==> src/rtl/wb_gpio_pkg.sv <==
// Shared constants for the GPIO interrupt block: register map, arm FSM encoding and arm length.
package wb_gpio_pkg;

  localparam logic [2:0] GPIO_IRQ_ADR_IN      = 3'd0;
  localparam logic [2:0] GPIO_IRQ_ADR_RISE_EN = 3'd1;
  localparam logic [2:0] GPIO_IRQ_ADR_FALL_EN = 3'd2;
  localparam logic [2:0] GPIO_IRQ_ADR_PEND    = 3'd3;
  localparam logic [2:0] GPIO_IRQ_ADR_MASK    = 3'd4;
  localparam logic [2:0] GPIO_IRQ_ADR_DEB     = 3'd5;

  typedef enum logic {
    ARM_S = 1'b0,
    RUN_S = 1'b1
  } arm_state_e;

  // Clocks spent in ARM after reset before edges may set pending bits.
  localparam int unsigned ARM_CNT = 3;

endpackage

==> src/rtl/wb_gpio_irq_if.sv <==
// Wishbone classic slave bundle for wb_gpio_irq; the bus master drives the _i members.
interface wb_gpio_irq_if #(
  parameter int unsigned wb_dat_width = 16,
  parameter int unsigned wb_adr_width = 14
);
  logic [wb_adr_width-1:0] wb_adr_i;
  logic [wb_dat_width-1:0] wb_dat_i;
  logic                    wb_we_i;
  logic                    wb_cyc_i;
  logic                    wb_stb_i;
  logic                    wb_ack_o;
  logic [wb_dat_width-1:0] wb_dat_o;

  modport master (
    output wb_adr_i, wb_dat_i, wb_we_i, wb_cyc_i, wb_stb_i,
    input  wb_ack_o, wb_dat_o
  );

  modport slave (
    input  wb_adr_i, wb_dat_i, wb_we_i, wb_cyc_i, wb_stb_i,
    output wb_ack_o, wb_dat_o
  );
endinterface

==> src/rtl/gpio_debounce.sv <==
// Per-pin 3-sample glitch filter: f_o follows d_i once three consecutive tick samples agree.
// Only instantiated when WB_GPIO_IRQ_DEBOUNCE_EN is defined; adds 3..4 ticks of latency.
module gpio_debounce (
  input  logic clk,
  input  logic rst,
  input  logic tick_i,
  input  logic d_i,
  output logic f_o
);
  logic [1:0] hist_q, hist_d;
  logic       f_q, f_d;

  always_comb begin
    hist_d = hist_q;
    f_d    = f_q;
    if (tick_i) begin
      hist_d = {hist_q[0], d_i};
      // Current sample plus the two previous ones must all agree.
      if ((d_i && hist_q == 2'b11) || (!d_i && hist_q == 2'b00)) begin
        f_d = d_i;
      end
    end
  end

  always_ff @(posedge clk) begin
    if (!rst) begin
      hist_q <= '0;
      f_q    <= 1'b0;
    end else begin
      hist_q <= hist_d;
      f_q    <= f_d;
    end
  end

  assign f_o = f_q;
endmodule

==> src/rtl/wb_gpio_irq.sv <==
// Wishbone slave turning enabled GPIO edges into W1C pending bits and a registered level irq.
// Pin to irq 3 clocks (plus 3..4 ticks with WB_GPIO_IRQ_DEBOUNCE_EN); ack 1 clock after accept, every 2nd cycle if held.
module wb_gpio_irq
  import wb_gpio_pkg::*;
#(
  parameter int unsigned gpio_width        = 8,
  parameter int unsigned wb_dat_width      = 16,
  parameter int unsigned wb_adr_width      = 14,
  parameter logic [15:0] deb_div_reset_val = 16'd0
) (
  input  logic                  clk,
  input  logic                  rst,
  wb_gpio_irq_if.slave          wb,
  input  logic [gpio_width-1:0] gpio_i,
  output logic                  irq
);
  localparam int unsigned GW = gpio_width;
  localparam int unsigned DW = wb_dat_width;

  logic [GW-1:0] sync1_q, sync2_q, prev_q, f;
  logic [GW-1:0] rise_en_q, rise_en_d, fall_en_q, fall_en_d;
  logic [GW-1:0] pend_q, pend_d, mask_q, mask_d;
  logic [GW-1:0] rise, fall, clr, wr_val;
  arm_state_e    state_q, state_d;
  logic [1:0]    arm_cnt_q, arm_cnt_d;
  logic          ack_q, ack_d, irq_q, irq_d;
  logic [DW-1:0] dat_q, dat_d, rd_val;
  logic [2:0]    adr;
  logic          acc, wr_acc;
  logic [15:0]   deb_div_rd;

  logic [wb_adr_width-1:0] unused_adr;
  logic [DW-1:0]           unused_dat;
  assign unused_adr = wb.wb_adr_i;
  assign unused_dat = wb.wb_dat_i;

  assign adr    = wb.wb_adr_i[2:0];
  assign acc    = wb.wb_stb_i & wb.wb_cyc_i & ~ack_q;
  assign wr_acc = acc & wb.wb_we_i;
  assign wr_val = wb.wb_dat_i[GW-1:0];

`ifdef WB_GPIO_IRQ_DEBOUNCE_EN
  logic [15:0] deb_div_q, deb_div_d, pre_q, pre_d;
  logic        tick;

  // Compare with >= so lowering DEB_DIV below the running count cannot stall the prescaler.
  assign tick      = (pre_q >= deb_div_q);
  assign pre_d     = tick ? 16'd0 : pre_q + 16'd1;
  assign deb_div_d = (wr_acc && adr == GPIO_IRQ_ADR_DEB) ? wb.wb_dat_i[15:0] : deb_div_q;
  assign deb_div_rd = deb_div_q;

  always_ff @(posedge clk) begin
    if (!rst) begin
      deb_div_q <= deb_div_reset_val;
      pre_q     <= '0;
    end else begin
      deb_div_q <= deb_div_d;
      pre_q     <= pre_d;
    end
  end

  for (genvar i = 0; i < GW; i++) begin : g_deb
    gpio_debounce u_deb (
      .clk    (clk),
      .rst    (rst),
      .tick_i (tick),
      .d_i    (sync2_q[i]),
      .f_o    (f[i])
    );
  end
`else
  logic [15:0] unused_deb;
  assign unused_deb = deb_div_reset_val;
  assign deb_div_rd = 16'd0;
  assign f          = sync2_q;
`endif

  always_comb begin
    rd_val = '0;
    case (adr)
      GPIO_IRQ_ADR_IN:      rd_val[GW-1:0] = f;
      GPIO_IRQ_ADR_RISE_EN: rd_val[GW-1:0] = rise_en_q;
      GPIO_IRQ_ADR_FALL_EN: rd_val[GW-1:0] = fall_en_q;
      GPIO_IRQ_ADR_PEND:    rd_val[GW-1:0] = pend_q;
      GPIO_IRQ_ADR_MASK:    rd_val[GW-1:0] = mask_q;
      GPIO_IRQ_ADR_DEB:     rd_val[15:0]   = deb_div_rd;
      default:              rd_val         = '0;
    endcase
  end

  always_comb begin
    state_d   = state_q;
    arm_cnt_d = arm_cnt_q;
    if (state_q == ARM_S) begin
      arm_cnt_d = arm_cnt_q + 2'd1;
      if (arm_cnt_q == 2'(ARM_CNT - 1)) begin
        state_d = RUN_S;
      end
    end
  end

  // Edges are ignored while arming so pin levels present at reset never raise pending bits.
  assign rise = (state_q == RUN_S) ? (f & ~prev_q & rise_en_q) : '0;
  assign fall = (state_q == RUN_S) ? (~f & prev_q & fall_en_q) : '0;
  assign clr  = (wr_acc && adr == GPIO_IRQ_ADR_PEND) ? wr_val : '0;

  always_comb begin
    pend_d    = (pend_q & ~clr) | rise | fall;
    rise_en_d = (wr_acc && adr == GPIO_IRQ_ADR_RISE_EN) ? wr_val : rise_en_q;
    fall_en_d = (wr_acc && adr == GPIO_IRQ_ADR_FALL_EN) ? wr_val : fall_en_q;
    mask_d    = (wr_acc && adr == GPIO_IRQ_ADR_MASK)    ? wr_val : mask_q;
    ack_d     = acc;
    dat_d     = (acc && !wb.wb_we_i) ? rd_val : dat_q;
    irq_d     = |(pend_q & mask_q);
  end

  always_ff @(posedge clk) begin
    if (!rst) begin
      sync1_q   <= '0;
      sync2_q   <= '0;
      prev_q    <= '0;
      rise_en_q <= '0;
      fall_en_q <= '0;
      pend_q    <= '0;
      mask_q    <= '0;
      state_q   <= ARM_S;
      arm_cnt_q <= '0;
      ack_q     <= 1'b0;
      dat_q     <= '0;
      irq_q     <= 1'b0;
    end else begin
      sync1_q   <= gpio_i;
      sync2_q   <= sync1_q;
      prev_q    <= f;
      rise_en_q <= rise_en_d;
      fall_en_q <= fall_en_d;
      pend_q    <= pend_d;
      mask_q    <= mask_d;
      state_q   <= state_d;
      arm_cnt_q <= arm_cnt_d;
      ack_q     <= ack_d;
      dat_q     <= dat_d;
      irq_q     <= irq_d;
    end
  end

  assign wb.wb_ack_o = wb.wb_stb_i & wb.wb_cyc_i & ack_q;
  assign wb.wb_dat_o = dat_q;
  assign irq         = irq_q;
endmodule

==> src/flat_wrapper.sv <==
// flat-port wrapper written by rule: the top's interface ports become plain ports
module wb_gpio_irq_flat import wb_gpio_pkg::*;
#(
  parameter int unsigned gpio_width        = 8,
  parameter int unsigned wb_dat_width      = 16,
  parameter int unsigned wb_adr_width      = 14,
  parameter logic [15:0] deb_div_reset_val = 16'd0
)
  (clk, rst, gpio_i, irq, wb_wb_adr_i, wb_wb_dat_i, wb_wb_we_i, wb_wb_cyc_i, wb_wb_stb_i, wb_wb_ack_o, wb_wb_dat_o);
  wb_gpio_irq_if #(.wb_dat_width(wb_dat_width), .wb_adr_width(wb_adr_width)) wb_i ();
  input  logic clk;
  input  logic rst;
  input  logic [gpio_width-1:0] gpio_i;
  output logic irq;
  input wire logic [$bits(wb_i.wb_adr_i)-1:0] wb_wb_adr_i;
  input wire logic [$bits(wb_i.wb_dat_i)-1:0] wb_wb_dat_i;
  input wire logic [$bits(wb_i.wb_we_i)-1:0] wb_wb_we_i;
  input wire logic [$bits(wb_i.wb_cyc_i)-1:0] wb_wb_cyc_i;
  input wire logic [$bits(wb_i.wb_stb_i)-1:0] wb_wb_stb_i;
  output wire logic [$bits(wb_i.wb_ack_o)-1:0] wb_wb_ack_o;
  output wire logic [$bits(wb_i.wb_dat_o)-1:0] wb_wb_dat_o;
  assign wb_i.wb_adr_i = wb_wb_adr_i;
  assign wb_i.wb_dat_i = wb_wb_dat_i;
  assign wb_i.wb_we_i = wb_wb_we_i;
  assign wb_i.wb_cyc_i = wb_wb_cyc_i;
  assign wb_i.wb_stb_i = wb_wb_stb_i;
  assign wb_wb_ack_o = wb_i.wb_ack_o;
  assign wb_wb_dat_o = wb_i.wb_dat_o;
  wb_gpio_irq #(.gpio_width(gpio_width), .wb_dat_width(wb_dat_width), .wb_adr_width(wb_adr_width), .deb_div_reset_val(deb_div_reset_val)) u_core (.clk(clk), .rst(rst), .wb(wb_i), .gpio_i(gpio_i), .irq(irq));
endmodule
==> config.mk <==
export PLATFORM = sky130hd
export DESIGN_NAME = wb_gpio_irq_flat
export DESIGN_NICKNAME = d
export VERILOG_FILES = /design/src/rtl/wb_gpio_pkg.sv /design/src/rtl/wb_gpio_irq_if.sv /design/src/rtl/gpio_debounce.sv /design/src/rtl/wb_gpio_irq.sv /design/src/flat_wrapper.sv
export SDC_FILE = /design/constraint.sdc
export NUM_CORES = 1
export LEC_CHECK = 0
export ABC_CLOCK_PERIOD_IN_PS = 3800
export BUFFER_PORTS_ARGS = -buffer_cell sky130_fd_sc_hd__clkbuf_2
export CORE_AREA = 2 2 87 89
export DETAILED_ROUTE_END_ITERATION = 12
export DIE_AREA = 0 0 89 91
export PLACE_DENSITY = 0.61
export SLEW_MARGIN = 15
export SYNTH_ARGS = -nofsm -noshare
export SYNTH_HDL_FRONTEND = slang
export SYNTH_SLANG_ARGS = --single-unit
==> constraint.sdc <==
create_clock -name clk -period 3.8 [get_ports clk]
set_input_delay 0.76 -clock clk [delete_from_list [all_inputs] [get_ports clk]]
set_output_delay 0.76 -clock clk [all_outputs]
set_load 0.005 [all_outputs]
==> metrics.txt <==
fin. max-slew vios=0; die area=8099 um^2; syn_area_per_cell=9.321 um^2; Synth async-reset ratio=0%; final period utilization=57.51%; Die Span X=89 um; DRC=0; Worst-path clk slew=0.07 ns; starting density of the core=38.92%; critical path's slowest cell=and4_1; dpl ws=1.256 ns; maximum vdd drop=294.0 uV; Netlist Area Pre-Place=2778 um^2; TNS Setup=0 ns; gr ovfl total=0; GP Congestion=0.7747; Leak=1.226 nW; initial antenna violation count=0; via count=2103; first-pass GRT wire length=9101 um; Vias/cell=4.902; Max-Slew Margin vs Limit=60.92%; Area Overhead vs Synth=12.75%; RSZ-0062 raised after global routing=no; antenna-violating nets left=0; Synth Flop Type=dfxtp_1; critical path class=input port to register; detailed placement HPWL=3867 um; status=finished, final reports clean; Startpoint Class=input port; largest net degree at the start of global routing=32; R2R Setup Slk=2.07 ns; # resized after CTS=0; CP Capture Type=register; Seq/Total Area, Yosys=49.73%; Tot GR Track Use=14.71%; Final nets=369; Tightest Hold Check Type=register to register; Clock Latency Late Sink=0.33 ns; Buf+Inv Stages, Crit Path=1; CTS root buf=clkbuf_8; first-pass detailed-route iteration total=4; Layout Skew=0.004697 ns; DR iter-0 viols=138; Ys Warns=0; # H-tree levels=3; worst r2r src=u_core.ack_q; # diodes=0; HP Start=u_core.sync1_q[1]; Req. time, crit path=4.02 ns; Critical R2R Capture=u_core.pend_q[6]; gate family responsible for the most delay along the worst path=simple AND/OR/NAND/NOR gates; cell count of the worst reg-to-reg path=4; CTS Buffer Depth=2; # port buffers=33; Yosys reg bits=69; Max-cap violations=0; Die Y=91 um; Min-Delay Endpoint=u_core.f[1]; area share of and/or/nand/nor cells after synthesis=22.97%; CTS Buf Count=9; Adder-Cell Fraction of Synth Area=0.4505%; layout cells sized above 1=17.58%; number of distinct library cells after synthesis=35; PnR worst setup slack=1.615 ns; WP data arrival=2.41 ns; final setup fails=0; Worst Tran Pin Value=0.5837 ns; f_max=0.4576 GHz; core area=7137 um^2; IO Pins=61; crit-path max cell delay=0.50 ns; largest family of logic cells by synthesized area=simple AND/OR/NAND/NOR gates; XOR/XNOR Fraction of Synth Area=0.3153%; CTS tree=yes; complex-gate fraction of the synthesized area=15.00%; wire per inst=13.19 um; hold depth=1; worst-path fanout max=20; mux share of post-synthesis cell area=5.676%; Pwr Density=444.1 nW/um^2; vias in the first global route=1822; Final Hold Viols=0; crit path time final=2.185 ns; final WL=5657 um; CTS Sinks=69; CTS hold repair buffers=0; row count=31; Cell Chain, Critical Path=clkbuf_2 -> nor2b_1 -> and4_1 -> nand2_1 -> a32o_1; Post-CTS Setup Inserts=0; Post-synth EDFFs=0; Mapped Cells=298
==> cells in the mapped netlist, types with 2 or more instances <==
| master | count | share of area [%] |
|---|---|---|
| o21ai_0 | 37 | 6.7 |
| buf_2 | 4 | 0.72 |
| o21ai_1 | 5 | 0.90 |
| o22ai_1 | 2 | 0.45 |
| and2_1 | 26 | 5.9 |
| clkbuf_1 | 5 | 0.68 |
| nand3b_1 | 8 | 2.2 |
| nand2b_1 | 2 | 0.45 |
| nand3_1 | 33 | 5.9 |
| a21oi_1 | 4 | 0.72 |
| dfxtp_1 | 69 | 50 |
| a221oi_1 | 4 | 1.3 |
| a32o_1 | 9 | 3.2 |
| a22oi_1 | 4 | 1.1 |
| nor2_1 | 11 | 1.5 |
| buf_4 | 12 | 3.2 |
| buf_1 | 5 | 0.68 |
| mux2_2 | 6 | 2.4 |
| mux2i_1 | 9 | 3.2 |
| inv_1 | 3 | 0.41 |
| nand2_1 | 24 | 3.2 |
| nor2b_1 | 2 | 0.45 |
| nand4b_2 | 2 | 1.1 |
==> flip-flops by register name (all words and copies together) (netlist names) <==
register / cells
u_core.rise_en_q: 8
u_core.state_q: 1
u_core.sync1_q: 8
u_core.pend_q: 8
u_core.arm_cnt_q: 2
u_core.f: 8
u_core.wb.wb_dat_o: 8
u_core.ack_q: 1
u_core.irq: 1
u_core.prev_q: 8
u_core.fall_en_q: 8
u_core.mask_q: 8
==> worst reg2reg max path, stage by stage (launching register included) <==
cell and delay (ns):
dfxtp_1 0.31, and3b_1 0.42, and4_1 0.52, nand2_1 0.11, a32o_1 0.27
==> metal layers <==
layer	routed length [um]	GRT usage, %
met1	2745	20.48
met2	2548	21.14
met3	327	5.455
met4	35	4.478
met5	0	0
==> metrics by stage <==
stage | util [%] | hold WS, ns | instances | area (um^2) | total power [mW]
3_3_place_gp | 41.48 | 0.4137 | 413 | 2960 | 0.8858
6_report | 43.88 | 0.4297 | 429 | 3132 | 1.391
4_1_cts | 43.88 | 0.4337 | 429 | 3132 | 1.412
3_5_place_dp | 41.48 | 0.4158 | 413 | 2960 | 0.8883
2_1_floorplan | - | 0.4057 | 305 | 2804 | 0.8606
5_1_grt | 43.88 | 0.4432 | 429 | 3132 | 1.463
==> where the power goes <==
part | internal (mW) | total, mW | switching [mW] | leakage [nW]
Combinational | 0.0420 | 0.106 | 0.0639 | 0.577
Sequential | 0.749 | 0.766 | 0.0164 | 0.561
Clock | 0.273 | 0.519 | 0.246 | 0.0877
==> final cells by class <==
type / instances / area [um^2]
Clock buffer: 15 / 166.4
Clock inverter: 1 / 5.005
Fill cell: 724 / 4005
Inverter: 3 / 11.26
Multi-Input combinational cell: 207 / 1264
Sequential cell: 69 / 1381
Tap cell: 99 / 123.9
Timing Repair Buffer: 35 / 180.2
==> worst max-delay path by stage <==
stage | depth (start not counted) | from | end | slack [ns]
floorplan | 4 | wb_wb_adr_i[0] | u_core.wb.wb_dat_o[6] | 2.01
global placement | 5 | wb_wb_adr_i[1] | u_core.pend_q[1] | 1.28
detailed placement | 5 | wb_wb_adr_i[1] | u_core.pend_q[0] | 1.26
CTS | 5 | wb_wb_adr_i[1] | u_core.pend_q[6] | 1.62
global route | 5 | wb_wb_adr_i[1] | u_core.pend_q[6] | 1.51
finish | 5 | wb_wb_adr_i[1] | u_core.pend_q[6] | 1.61
==> cell usage in the layout (no fill, tap or decap), types with 2 or more instances in the layout <==
master / instances
clkbuf_8: 11
mux2i_1: 9
o22ai_1: 2
mux2_2: 6
and2_1: 26
o21ai_0: 37
conb_1: 8
a22oi_1: 4
nor2b_1: 2
a21oi_1: 4
nand3_1: 33
nand3b_1: 8
clkbuf_1: 4
a32o_1: 9
o21ai_1: 5
buf_4: 2
nand2b_1: 2
inv_1: 3
clkbuf_2: 33
dfxtp_1: 69
nor2_1: 11
a221oi_1: 4
nand2_1: 24
nand4b_2: 2
==> logic make-up after synthesis <==
logic type / Yosys count
simple gates: 115
flops: 69
compound gates: 67
buf+inv: 29
mux: 15
fa+ha+maj: 1
other cells: 1
xor+xnor: 1
(Power assumes the default switching activity.)
